[src/rtl/poly_eval_pkg.sv]
// Shared types and constants for the quadratic evaluator.
package poly_eval_pkg;

    localparam int W_DEF  = 16;
    localparam int XW_DEF = 8;

    typedef enum logic [2:0] {
        S_IDLE = 3'd0,
        S_LOAD = 3'd1,
        S_MUL1 = 3'd2,
        S_ADD1 = 3'd3,
        S_MUL2 = 3'd4,
        S_ADD2 = 3'd5,
        S_DONE = 3'd6
    } state_e;

    localparam logic ALU_ADD = 1'b0;
    localparam logic ALU_MUL = 1'b1;

    localparam logic [1:0] M0_A   = 2'd0;
    localparam logic [1:0] M0_ALU = 2'd1;

    localparam logic [1:0] M1_X = 2'd0;
    localparam logic [1:0] M1_B = 2'd1;
    localparam logic [1:0] M1_C = 2'd2;

    localparam logic [1:0] M2_HOLD = 2'd0;
    localparam logic [1:0] M2_ALU  = 2'd1;

endpackage

[src/rtl/poly_eval_datapath.sv]
// Operand datapath: RX, RS (accumulator), RH (result), shared add/mul ALU,
// operand muxes and the sticky overflow flag.
module poly_eval_datapath
    import poly_eval_pkg::*;
#(
    parameter int W  = W_DEF,
    parameter int XW = XW_DEF
) (
    input  logic          clk_i,
    input  logic          rst_i,
    input  logic          lx_i,
    input  logic          ls_i,
    input  logic          lh_i,
    input  logic          sel_ula_i,
    input  logic [1:0]    m0_i,
    input  logic [1:0]    m1_i,
    input  logic [1:0]    m2_i,
    input  logic [XW-1:0] x_i,
    input  logic [W-1:0]  a_i,
    input  logic [W-1:0]  b_i,
    input  logic [W-1:0]  c_i,
    output logic [W-1:0]  rh_o,
    output logic          ovf_o
);

    logic [XW-1:0]  rx_q, rx_d;
    logic [W-1:0]   rs_q, rs_d;
    logic [W-1:0]   rh_q, rh_d;
    logic           ovf_q, ovf_d;

    logic [W-1:0]   opnd_b;
    logic [2*W-1:0] prod_w;
    logic [W:0]     sum_w;
    logic [W-1:0]   alu_res;
    logic           alu_ovf;

    // Second ALU operand: zero-extended X register, or live B / C inputs.
    always_comb begin
        opnd_b = W'(rx_q);
        case (m1_i)
            M1_B:    opnd_b = b_i;
            M1_C:    opnd_b = c_i;
            default: opnd_b = W'(rx_q);
        endcase
    end

    // Full-width product and sum so that any lost bits can be flagged.
    assign prod_w = (2*W)'(rs_q) * (2*W)'(opnd_b);
    assign sum_w  = (W+1)'(rs_q) + (W+1)'(opnd_b);

    // ALU result select and the matching loss-of-bits indication.
    always_comb begin
        if (sel_ula_i == ALU_MUL) begin
            alu_res = prod_w[W-1:0];
            alu_ovf = |prod_w[2*W-1:W];
        end else begin
            alu_res = sum_w[W-1:0];
            alu_ovf = sum_w[W];
        end
    end

    // Next-state for registers; LX marks the LOAD step, which also clears RH
    // and the overflow flag for the new evaluation.
    always_comb begin
        rx_d  = rx_q;
        rs_d  = rs_q;
        rh_d  = rh_q;
        ovf_d = ovf_q;
        if (lx_i) begin
            rx_d = x_i;
        end
        if (ls_i) begin
            rs_d = (m0_i == M0_ALU) ? alu_res : a_i;
        end
        if (lx_i) begin
            rh_d = '0;
        end else if (lh_i && (m2_i == M2_ALU)) begin
            rh_d = alu_res;
        end
        if (lx_i) begin
            ovf_d = 1'b0;
        end else if (ls_i && (m0_i == M0_ALU)) begin
            ovf_d = ovf_q | alu_ovf;
        end
    end

    // Register update with asynchronous clear.
    always_ff @(posedge clk_i or posedge rst_i) begin
        if (rst_i) begin
            rx_q  <= '0;
            rs_q  <= '0;
            rh_q  <= '0;
            ovf_q <= 1'b0;
        end else begin
            rx_q  <= rx_d;
            rs_q  <= rs_d;
            rh_q  <= rh_d;
            ovf_q <= ovf_d;
        end
    end

    assign rh_o  = rh_q;
    assign ovf_o = ovf_q;

endmodule

[src/rtl/poly_eval.sv]
// Quadratic evaluator A*X^2 + B*X + C in Horner form, started by a level
// Start handshake. Optional build macro POLY_EVAL_DBG_EN exposes the FSM
// state on dbg_state.
//
// state | meaning
// IDLE  | waiting for Start
// LOAD  | RX<=X, RS<=A, RH and Overflow cleared
// MUL1  | RS<=RS*RX
// ADD1  | RS<=RS+B
// MUL2  | RS<=RS*RX
// ADD2  | RS<=RS+C, RH<=sum
// DONE  | finished=1, wait for Start to drop
module poly_eval
    import poly_eval_pkg::*;
#(
    parameter int W  = W_DEF,
    parameter int XW = XW_DEF
) (
    input  logic          clk,
    input  logic          Reset,
    input  logic          Start,
    input  logic [XW-1:0] X,
    input  logic [W-1:0]  A,
    input  logic [W-1:0]  B,
    input  logic [W-1:0]  C,
    output logic [W-1:0]  Resultado,
    output logic          Overflow,
`ifdef POLY_EVAL_DBG_EN
    output logic [2:0]    dbg_state,
`endif
    output logic          finished
);

    state_e     state_q, state_d;
    logic       lx, ls, lh, sel_ula;
    logic [1:0] m0, m1, m2;

    // State register.
    always_ff @(posedge clk or posedge Reset) begin
        if (Reset) begin
            state_q <= S_IDLE;
        end else begin
            state_q <= state_d;
        end
    end

    // Next-state and control decode.
    always_comb begin
        state_d  = state_q;
        lx       = 1'b0;
        ls       = 1'b0;
        lh       = 1'b0;
        sel_ula  = ALU_ADD;
        m0       = M0_A;
        m1       = M1_X;
        m2       = M2_HOLD;
        finished = 1'b0;
        case (state_q)
            S_IDLE: begin
                if (Start) state_d = S_LOAD;
            end
            S_LOAD: begin
                lx      = 1'b1;
                ls      = 1'b1;
                lh      = 1'b1;
                m0      = M0_A;
                state_d = S_MUL1;
            end
            S_MUL1: begin
                ls      = 1'b1;
                sel_ula = ALU_MUL;
                m0      = M0_ALU;
                m1      = M1_X;
                state_d = S_ADD1;
            end
            S_ADD1: begin
                ls      = 1'b1;
                sel_ula = ALU_ADD;
                m0      = M0_ALU;
                m1      = M1_B;
                state_d = S_MUL2;
            end
            S_MUL2: begin
                ls      = 1'b1;
                sel_ula = ALU_MUL;
                m0      = M0_ALU;
                m1      = M1_X;
                state_d = S_ADD2;
            end
            S_ADD2: begin
                ls      = 1'b1;
                lh      = 1'b1;
                sel_ula = ALU_ADD;
                m0      = M0_ALU;
                m1      = M1_C;
                m2      = M2_ALU;
                state_d = S_DONE;
            end
            S_DONE: begin
                finished = 1'b1;
                if (!Start) state_d = S_IDLE;
            end
            default: state_d = S_IDLE;
        endcase
    end

    poly_eval_datapath #(
        .W  (W),
        .XW (XW)
    ) u_datapath (
        .clk_i     (clk),
        .rst_i     (Reset),
        .lx_i      (lx),
        .ls_i      (ls),
        .lh_i      (lh),
        .sel_ula_i (sel_ula),
        .m0_i      (m0),
        .m1_i      (m1),
        .m2_i      (m2),
        .x_i       (X),
        .a_i       (A),
        .b_i       (B),
        .c_i       (C),
        .rh_o      (Resultado),
        .ovf_o     (Overflow)
    );

`ifdef POLY_EVAL_DBG_EN
    assign dbg_state = state_q;
`endif

endmodule

[config.mk]
export PLATFORM = sky130hd
export DESIGN_NAME = poly_eval
export DESIGN_NICKNAME = d
export VERILOG_FILES = /design/src/rtl/poly_eval_pkg.sv /design/src/rtl/poly_eval_datapath.sv /design/src/rtl/poly_eval.sv
export SDC_FILE = /design/constraint.sdc
export NUM_CORES = 1
export LEC_CHECK = 0
export ABC_CLOCK_PERIOD_IN_PS = 21100
export CAP_MARGIN = 10
export CORE_UTILIZATION = 45
export DETAILED_ROUTE_END_ITERATION = 6
export PLACE_DENSITY = 0.67
export SYNTH_ARGS = -nofsm -noshare
export SYNTH_HDL_FRONTEND = slang
export SYNTH_SLANG_ARGS = --single-unit
[constraint.sdc]
create_clock -name clk -period 21.1 [get_ports clk]
set_input_delay 2.11 -clock clk [delete_from_list [all_inputs] [get_ports clk]]
set_output_delay 2.11 -clock clk [all_outputs]
set_load 0.05 [all_outputs]
== Yosys cells after proc, flatten, opt, wreduce, memory -nomap -nowiden ==
Index checks and enable logic that the tools add are counted.

* $add $sub $neg: 1
* Multiply operators: 1
* Equality and inequality tests: 12
* Multiplexer cells: 19
* Bitwise gates (word level): 1
* Reduce and logical (&&, ||, !) cells: 11

{| class="wikitable"
|+ Operators by type and width
! kind !! count
|-
| $mux 16 || 4
|-
| $mul 16x16->32 || 1
|-
| $pmux 16 s2 || 1
|-
| $pmux 3 s7 || 1
|-
| $add 16x16->17 || 1
|-
| $reduce_or 16->1 || 1
|-
| $mux 1 || 10
|-
| $eq 3x3->1 const B || 3
|-
| $eq 3x2->1 const B || 2
|-
| $mux 3 || 2
|-
| $reduce_or 5->1 || 1
|-
| $ne 2x2->1 const B || 2
|-
| $pmux 2 s2 || 1
|-
| $reduce_bool 2->1 || 2
|-
| $reduce_or 2->1 || 2
|-
| $reduce_or 4->1 || 1
|-
| $eq 3x1->1 const B || 1
|-
| $logic_not 3->1 || 1
|-
| $eq 1x1->1 const B || 2
|-
| $eq 2x1->1 const B || 1
|-
| $eq 2x2->1 const B || 1
|-
| $logic_and 1x1->1 || 2
|-
| $reduce_and 2->1 || 1
|-
| $or 1x1->1 || 1
|}

* Flip-flop bits (word level): 44
* Bits of input ports: 59

== Longest topological paths before layout ==
Gate-level depths: netlist of the first run.

* Depth in word-level cells: 10
* Mapped depth: 30
* Depth with buffers taken out: 28

== Modules after synthesis ==
From an unflattened synthesis of the first run, not the netlist that was laid out.

* Cell total of the unflattened synthesis: 1304
* Area total of the unflattened synthesis: 11413.4 µm²

{| class="wikitable"
|+ Modules (own cells, without submodules)
! module !! times used !! cells each !! area each (µm²) !! sequential area each (µm²)
|-
| poly_eval_datapath || 1 || 1278 || 11199.5 || 1026.0
|-
| poly_eval || 1 || 26 || 214.0 || 75.1
|}

== Least setup slack after synthesis of the first run ==
No wires, ideal clock.

* Path kind: input-to-reg
* From: input B[1]
* To: register u_datapath.ovf_q, in the netlist u_datapath.ovf_o
* Data arrival time: 8.203 ns
* Required time: 20.964 ns
* Setup slack: 12.761 ns
* Stages on the path: 25
* Buffers on the path: 1
* Path through: o22a_1 -> o22ai_1 -> a21oi_1 -> clkbuf_1 -> nand2_1 -> fa_1 -> fa_1 -> inv_1 -> fa_1 -> fa_1 -> fa_1 -> inv_1 -> fa_1 -> inv_1 -> ha_1 -> nand3_1 -> a31oi_1 -> a311oi_4 -> o21ai_2 -> a31oi_4 -> o41ai_1 -> mux2i_1 -> nand2_1 -> nor4_1 -> a31oi_1

* Word-level cells in the longest chain between the ends: 7
* Elaborated cells between the ends (all ways): 8
* Those cells by class: 1 x add/sub; 1 x mul; 4 x mux; 1 x bitwise; 1 x reduce/logical

{| class="wikitable"
|+ RTL lines
! element !! line !! source
|-
| start: declaration || poly_eval.sv:24 || <nowiki>input logic [W-1:0] B,</nowiki>
|-
| $pmux 16 s2 (*) || poly_eval_datapath.sv:40 || <nowiki>case (m1_i)</nowiki>
|-
| $mul 16x16->32 || poly_eval_datapath.sv:48 || <nowiki>assign prod_w = (2*W)'(rs_q) * (2*W)'(opnd_b);</nowiki>
|-
| $reduce_or 16->1 || poly_eval_datapath.sv:55 || <nowiki>alu_ovf = |prod_w[2*W-1:W];</nowiki>
|-
| $mux 1 (*) || poly_eval_datapath.sv:53 || <nowiki>if (sel_ula_i == ALU_MUL) begin</nowiki>
|-
| $or 1x1->1 (*) || poly_eval_datapath.sv:83 || <nowiki>ovf_d = ovf_q | alu_ovf;</nowiki>
|-
| $mux 1 (*) || poly_eval_datapath.sv:82 || <nowiki>end else if (ls_i && (m0_i == M0_ALU)) begin</nowiki>
|-
| $mux 1 (*) || poly_eval_datapath.sv:80 || <nowiki>if (lx_i) begin</nowiki>
|-
| end signal: assignment || poly_eval_datapath.sv:98 || <nowiki>ovf_q <= ovf_d;</nowiki>
|-
| end: declaration || poly_eval_datapath.sv:29 || <nowiki>logic ovf_q, ovf_d;</nowiki>
|}

Mark *: on every way between the ends. The rest lies on a longest branch, timed or not. The select of a mux whose other input is x is not followed.
A chain may end at the register's enable or synchronous reset.

== Worst setup path after layout of the first run ==
Same ends and word-level chain as after synthesis.

==> impl_metrics.tcl, run 1 <==
set metrics [dict create \
    fmaxAchievable_ghz 0.1115 \
    netlist_top_cells_count "inv_1, nand2_1, fa_1, ha_1, and2_1" \
    synth_top_family_by_area "adder cells" \
    pre_cts_ws_ps 11860 \
    grt_pass1_vias 9809 \
    portBuffers 76 \
    dr.pass1.iters 5 \
    dieHeight_um 161.1 \
    final.setup.worst_slack_ps 12130 \
    finClkSkew_ps 14.45 \
    worst_pin_slew_ps 1139 \
    clk_latency_ps 290 \
    synth_seq_cells 44 \
    grt_max_degree 45 \
    holdBufCountCts 0 \
    placement_rows 57 \
    grt_pass1_wl_um 51830 \
    via_count 9386 \
    drive_above_1_share 0.03091 \
    placed_cells 1676 \
    slew_headroom 0.2377 \
    fin_crit_sh 0.4250 \
    drt-total-wl_um 31250 \
    hpwl_um 25050 \
    min_from "u_datapath.rh_o[0]" \
    syn2layout_area_growth_pct 11.07 \
    die_x_um 161.1 \
    ant_nets 0 \
    synth_compound_area_frac 0.1260 \
    synthAdderAreaFrac 0.4770 \
    cp_slowest_cell "fa_1" \
    cp-start-kind "input pin" \
    initial_core_util 0.4640 \
    fin_nets 1735 \
    synth_top_area_frac 0.3429 \
    endpoint_kind "flop" \
    reg2reg_to "u_datapath.ovf_o" \
    setup_viol 0 \
    cts_resized 0 \
    fin_cells 1683 \
    hold_end "u_datapath.rh_o[0]" \
    synth_xor_area_frac 0.02154 \
    die_area_mm2 0.02594 \
    synthDistinctLibCells 62 \
    finalCriticalPeriod_ps 8968 \
    cts-root-buf "clkbuf_16" \
    worstHoldPathCells 2 \
    io_pins 77 \
    gp_congestion 0.8767 \
    n_antenna_cell 0 \
    syn-instance-count 1317 \
    synthSimpleGateAreaFrac 0.1710 \
    wl_per_cell_um 18.57 \
    startpoint "B[1]" \
    route.met3.wl_um 1648 \
    cts_setup_buffers 0 \
    cts_tree "built" \
    cts-htree-levels 2 \
    reg2regPathDepth 26 \
    synth_most_common_cell "inv_1" \
    synth_edf_count 0 \
    cp_data_required_time_ps 21240 \
    drv_slew 0 \
    critical-path-top-delay-family "adder cells" \
    seq_area_frac_synth 0.09672 \
    drv_cap 0 \
    coreArea_mm2 0.02453 \
    critPathKind "input pin to flop" \
    grt_usage 0.2562 \
    cts_buffers 5 \
    overflow 0 \
    status "finished, final reports clean" \
    synthMuxAreaShare 0.01330 \
    syn_area_mm2 0.01138 \
    worst_path_most_repeated_cell "fa_1" \
    yosys_warnings 0 \
    tns_ps 0 \
    synth_nets 1693 \
    rsz0062_at_grt "false" \
    ff2ff_setup_slack_ps 12660 \
    yosys_most_used_dff "dfrtp_1" \
    max_stage_delay_ps 550 \
    routed.top_layer "met4" \
    hold_violations 0 \
    drt_first_iter_violations 699 \
    min_path_type "flop to flop" \
    critPathBufInv 5 \
    cts.path.max_buffers 2 \
    r2r-start "state_q[2]" \
    syn_area_per_cell_um2 8.643 \
    cp_max_fo 17 \
    yosys.area.top_type "fa_1" \
    nFillCells 2386 \
    wl_met1_um 13590 \
    vias_per_cell 5.577 \
    antenna_found_initial 0 \
    cts_sinks 44 \
    drc 0 \
    arrival_ps 9110 \
    synth-async-reset-ratio 1.000 \
    synth_area_leaders "fa_1, ha_1, dfrtp_1, inv_1, nand2_1" \
    clkTransAtPathRegs_ps 80 \
    wl_met2_um 14880 \
]
==> area by class of cell <==
cell class | instances | area (µm²) | share of cell area
Multi-Input combinational cell | 987 | 9208 | 0.7283
Sequential cell | 44 | 1101 | 0.08709
Timing Repair Buffer | 93 | 888.4 | 0.07026
Inverter | 228 | 855.8 | 0.06769
Tap cell | 324 | 405.4 | 0.03206
Clock buffer | 5 | 125.1 | 0.009896
Clock inverter | 2 | 60.06 | 0.004750
==> how the worst max path moves through the flow <==
stage | to | slack [ps] | cells after the start
floorplan | u_datapath.ovf_o | 12760 | 25
global placement | u_datapath.ovf_o | 11980 | 26
detailed placement | u_datapath.ovf_o | 11860 | 26
CTS | u_datapath.ovf_o | 12170 | 26
global route | u_datapath.ovf_o | 11610 | 21
finish | u_datapath.ovf_o | 12130 | 26
==> cell usage in the layout, fill, tap and decap left out, types with 6 or more instances in the layout <==
| cell type | Yosys | final |
|---|---|---|
| inv_1 | 227 | 226 |
| nand2_1 | 196 | 196 |
| fa_1 | 195 | 195 |
| ha_1 | 122 | 122 |
| and2_1 | 112 | 112 |
| clkdlybuf4s50_1 | 0 | 76 |
| a21oi_1 | 56 | 56 |
| o21ai_0 | 50 | 50 |
| dfrtp_1 | 44 | 44 |
| nor2_1 | 35 | 35 |
| xnor2_1 | 19 | 19 |
| buf_4 | 0 | 17 |
| o22ai_1 | 16 | 16 |
| nor2b_1 | 15 | 15 |
| a21o_1 | 15 | 15 |
| nor3_1 | 14 | 14 |
| a22oi_1 | 10 | 10 |
| xor2_1 | 9 | 9 |
| mux2_2 | 9 | 9 |
| a31oi_1 | 9 | 9 |
| nand3_1 | 9 | 9 |
| and3_1 | 7 | 7 |
| o21ai_1 | 6 | 6 |
==> cells by family after synthesis <==
kind of cell             count (synthesis)
AO/OA/AOI/OAI                          221
XOR/XNOR                                28
adder cells (fa/ha/maj)                317
buffers and inverters                  286
flip-flops                              44
multiplexers                            14
AND/OR/NAND/NOR                        407
==> state kept, by name, indices dropped and copies added (netlist names) <==
| name | cells |
|---|---|
| u_datapath.rh_o | 16 |
| u_datapath.rs_q | 16 |
| u_datapath.rx_q | 8 |
| state_q | 3 |
| u_datapath.ovf_o | 1 |
==> metal layers <==
layer | GRT usage | vias up
met5 | 0 | -
met4 | 0.08962 | 0
met3 | 0.02337 | 70
met2 | 0.4287 | 290
met1 | 0.3480 | 4728
li1 | - | 4298
==> worst reg2reg max path, cell delays in order (launching register included) <==
cell	delay, ps
dfrtp_1	830
clkinv_1	460
a21oi_1	550
o32ai_1	180
a21oi_1	170
buf_4	290
nand2_1	120
fa_1	520
fa_1	540
inv_1	60
fa_1	490
fa_1	520
fa_1	490
inv_1	50
fa_1	470
inv_1	50
ha_1	370
nand3_1	100
a31oi_1	420
a311oi_4	110
o21ai_2	270
a31oi_4	150
o41ai_1	450
mux2i_1	260
nand2_1	70
nor4_1	200
a31oi_1	120
==> stage by stage <==
step | util | area, µm² | hold slack [ps]
5_1_grt | 0.5154 | 12640 | 507.5
4_1_cts | 0.5154 | 12640 | 482.9
3_3_place_gp | 0.5078 | 12460 | 462.4
3_5_place_dp | 0.5078 | 12460 | 469.3
6_report | 0.5154 | 12640 | 481.4
2_1_floorplan | - | 11380 | 504.1
Power of run 1 is not shown: default switching activity piles up to over one toggle a cycle in this logic, so the estimate is an artifact.
==> run 2: changes to the inputs <==
--- a/config.mk
+++ b/config.mk
@@ -5,7 +5,7 @@
 export SDC_FILE = /design/constraint.sdc
 export NUM_CORES = 1
 export LEC_CHECK = 0
-export ABC_CLOCK_PERIOD_IN_PS = 21100
+export ABC_CLOCK_PERIOD_IN_PS = 8800
 export CAP_MARGIN = 10
 export CORE_UTILIZATION = 45
 export DETAILED_ROUTE_END_ITERATION = 6
==> constraint.sdc (replaced) <==
create_clock -name clk -period 8.8 [get_ports clk]
set_input_delay 0.88 -clock clk [delete_from_list [all_inputs] [get_ports clk]]
set_output_delay 0.88 -clock clk [all_outputs]
set_load 0.05 [all_outputs]
==> impl_metrics.tcl, run 2 (synthesized netlist as in run 1, its figures left out) <==
set metrics [dict create \
    cts_resized 0 \
    min_path_type "flop to flop" \
    dieHeight_um 161.1 \
    coreArea_mm2 0.02453 \
    status "finished, final reports clean" \
    syn2layout_area_growth_pct 11.31 \
    finalCriticalPeriod_ps 8128 \
    n_antenna_cell 0 \
    vias_per_cell 5.627 \
    cp_slowest_cell "nor2_1" \
    io_pins 77 \
    tns_ps 0 \
    endpoint_kind "flop" \
    overflow 0 \
    wl_per_cell_um 18.80 \
    critPathKind "flop to flop" \
    drt-total-wl_um 31820 \
    holdBufCountCts 0 \
    hold_violations 0 \
    route.met3.wl_um 2159 \
    initial_core_util 0.4640 \
    wl_met2_um 14880 \
    ant_nets 0 \
    clk_latency_ps 300 \
    wl_met1_um 13370 \
    routed.top_layer "met5" \
    drv_slew 0 \
    dr.pass1.iters 5 \
    cp_data_required_time_ps 8950 \
    grt_pass1_wl_um 51810 \
    drv_cap 0 \
    cts_setup_buffers 0 \
    drt_first_iter_violations 588 \
    cts_buffers 5 \
    cts-htree-levels 2 \
    die_x_um 161.1 \
    finClkSkew_ps 12.89 \
    drc 0 \
    whs_ps 473.1 \
    nFillCells 2346 \
    fmaxAchievable_ghz 0.1230 \
    setup_viol 0 \
    path_cells "nor2b_1 -> a22oi_1 -> nor2_1 -> ha_1 -> inv_1 -> fa_1 -> fa_1 -> fa_1 -> fa_1 -> fa_1 -> fa_1 -> inv_1 -> ha_1 -> nand4_1 -> o211ai_1 -> inv_1 -> a2111oi_0 -> nand4_1 -> a2111oi_0 -> nand3_1 -> nor4_1 -> a31oi_1" \
    placement_rows 57 \
    slew_headroom 0.2576 \
    cts_tree "built" \
    grt_max_degree 45 \
    portBuffers 76 \
    grt_usage 0.2576 \
    grt_pass1_vias 9776 \
    fin_crit_sh 0.9237 \
    worst_path_most_repeated_cell "fa_1" \
    via_count 9527 \
    cts_sinks 44 \
    die_area_mm2 0.02594 \
    cp-start-kind "flop" \
    gp_congestion 0.8897 \
    hpwl_um 25210 \
    rsz0062_at_grt "false" \
    clkTransAtPathRegs_ps 70 \
    cts-root-buf "clkbuf_16" \
    arrival_ps 8280 \
    cts.path.max_buffers 2 \
    cp_max_fo 17 \
    layout.cells.most_common_list "inv_1, nand2_1, fa_1" \
    worst_pin_slew_ps 1110 \
    final_common_cell "inv_1" \
    drive_above_1_share 0.03798 \
    max_stage_delay_ps 880 \
    antenna_found_initial 2 \
    fin_nets 1745 \
]
[run 2: cell types whose count changed in the layout (fill, tap and decap cells not counted)]
cell	before	now
clkinv_2	0	1
buf_4	17	27
clkinvlp_4	0	1
bufinv_16	2	0
[run 2: final cells by class]
type                            count  area (µm²)  share of cell area
Multi-Input combinational cell    987        9208              0.7267
Sequential cell                    44        1101             0.08690
Timing Repair Buffer              103       963.4             0.07603
Inverter                          228       855.8             0.06754
Tap cell                          324       405.4             0.03199
Clock buffer                        5       125.1            0.009875
Clock inverter                      2       12.51           0.0009875
[run 2: worst max-delay path: cells and delay by family, from the launching register on]
kind	cells	cell delay [ps]
fa+ha+maj	8	3650
simple gates	6	2040
compound gates	5	1400
flops	1	660
buf+inv	3	230
[run 2: stage by stage]
stage,instance area (µm²),worst slack [ps],instances,utilization
after global routing,12670,255.8,1693,0.5165
after global placement,12530,941.1,1686,0.5109
after detailed placement,12530,578.4,1686,0.5109
final,12670,671.6,1693,0.5165
after CTS,12670,761.6,1693,0.5165
after floorplan,11380,1673,1317,-
[run 2: worst paths after layout]
| check | slack [ps] | depth (start not counted) | end | start |
|---|---|---|---|---|
| worst max-delay path | 670 | 22 | u_datapath.ovf_o | state_q[1] |
| worst min-delay path | 470 | 2 | u_datapath.rh_o[1] | u_datapath.rh_o[1] |
| worst max register to register | 670 | 22 | u_datapath.ovf_o | state_q[1] |
| worst min register to register | 470 | 2 | u_datapath.rh_o[1] | u_datapath.rh_o[1] |
| max in group asynchronous | 7040 | 2 | u_datapath.rs_q[8] | Reset |
| min in group asynchronous | 1140 | 2 | u_datapath.rx_q[3] | Reset |
[run 2: routing by layer]
metal | GRT usage | vias to the layer above
met3 | 0.04135 | 95
met4 | 0.1055 | 4
met1 | 0.3435 | 4756
met2 | 0.4181 | 361
li1 | - | 4311
met5 | 0 | -
Power of run 2 is left out for the same reason.
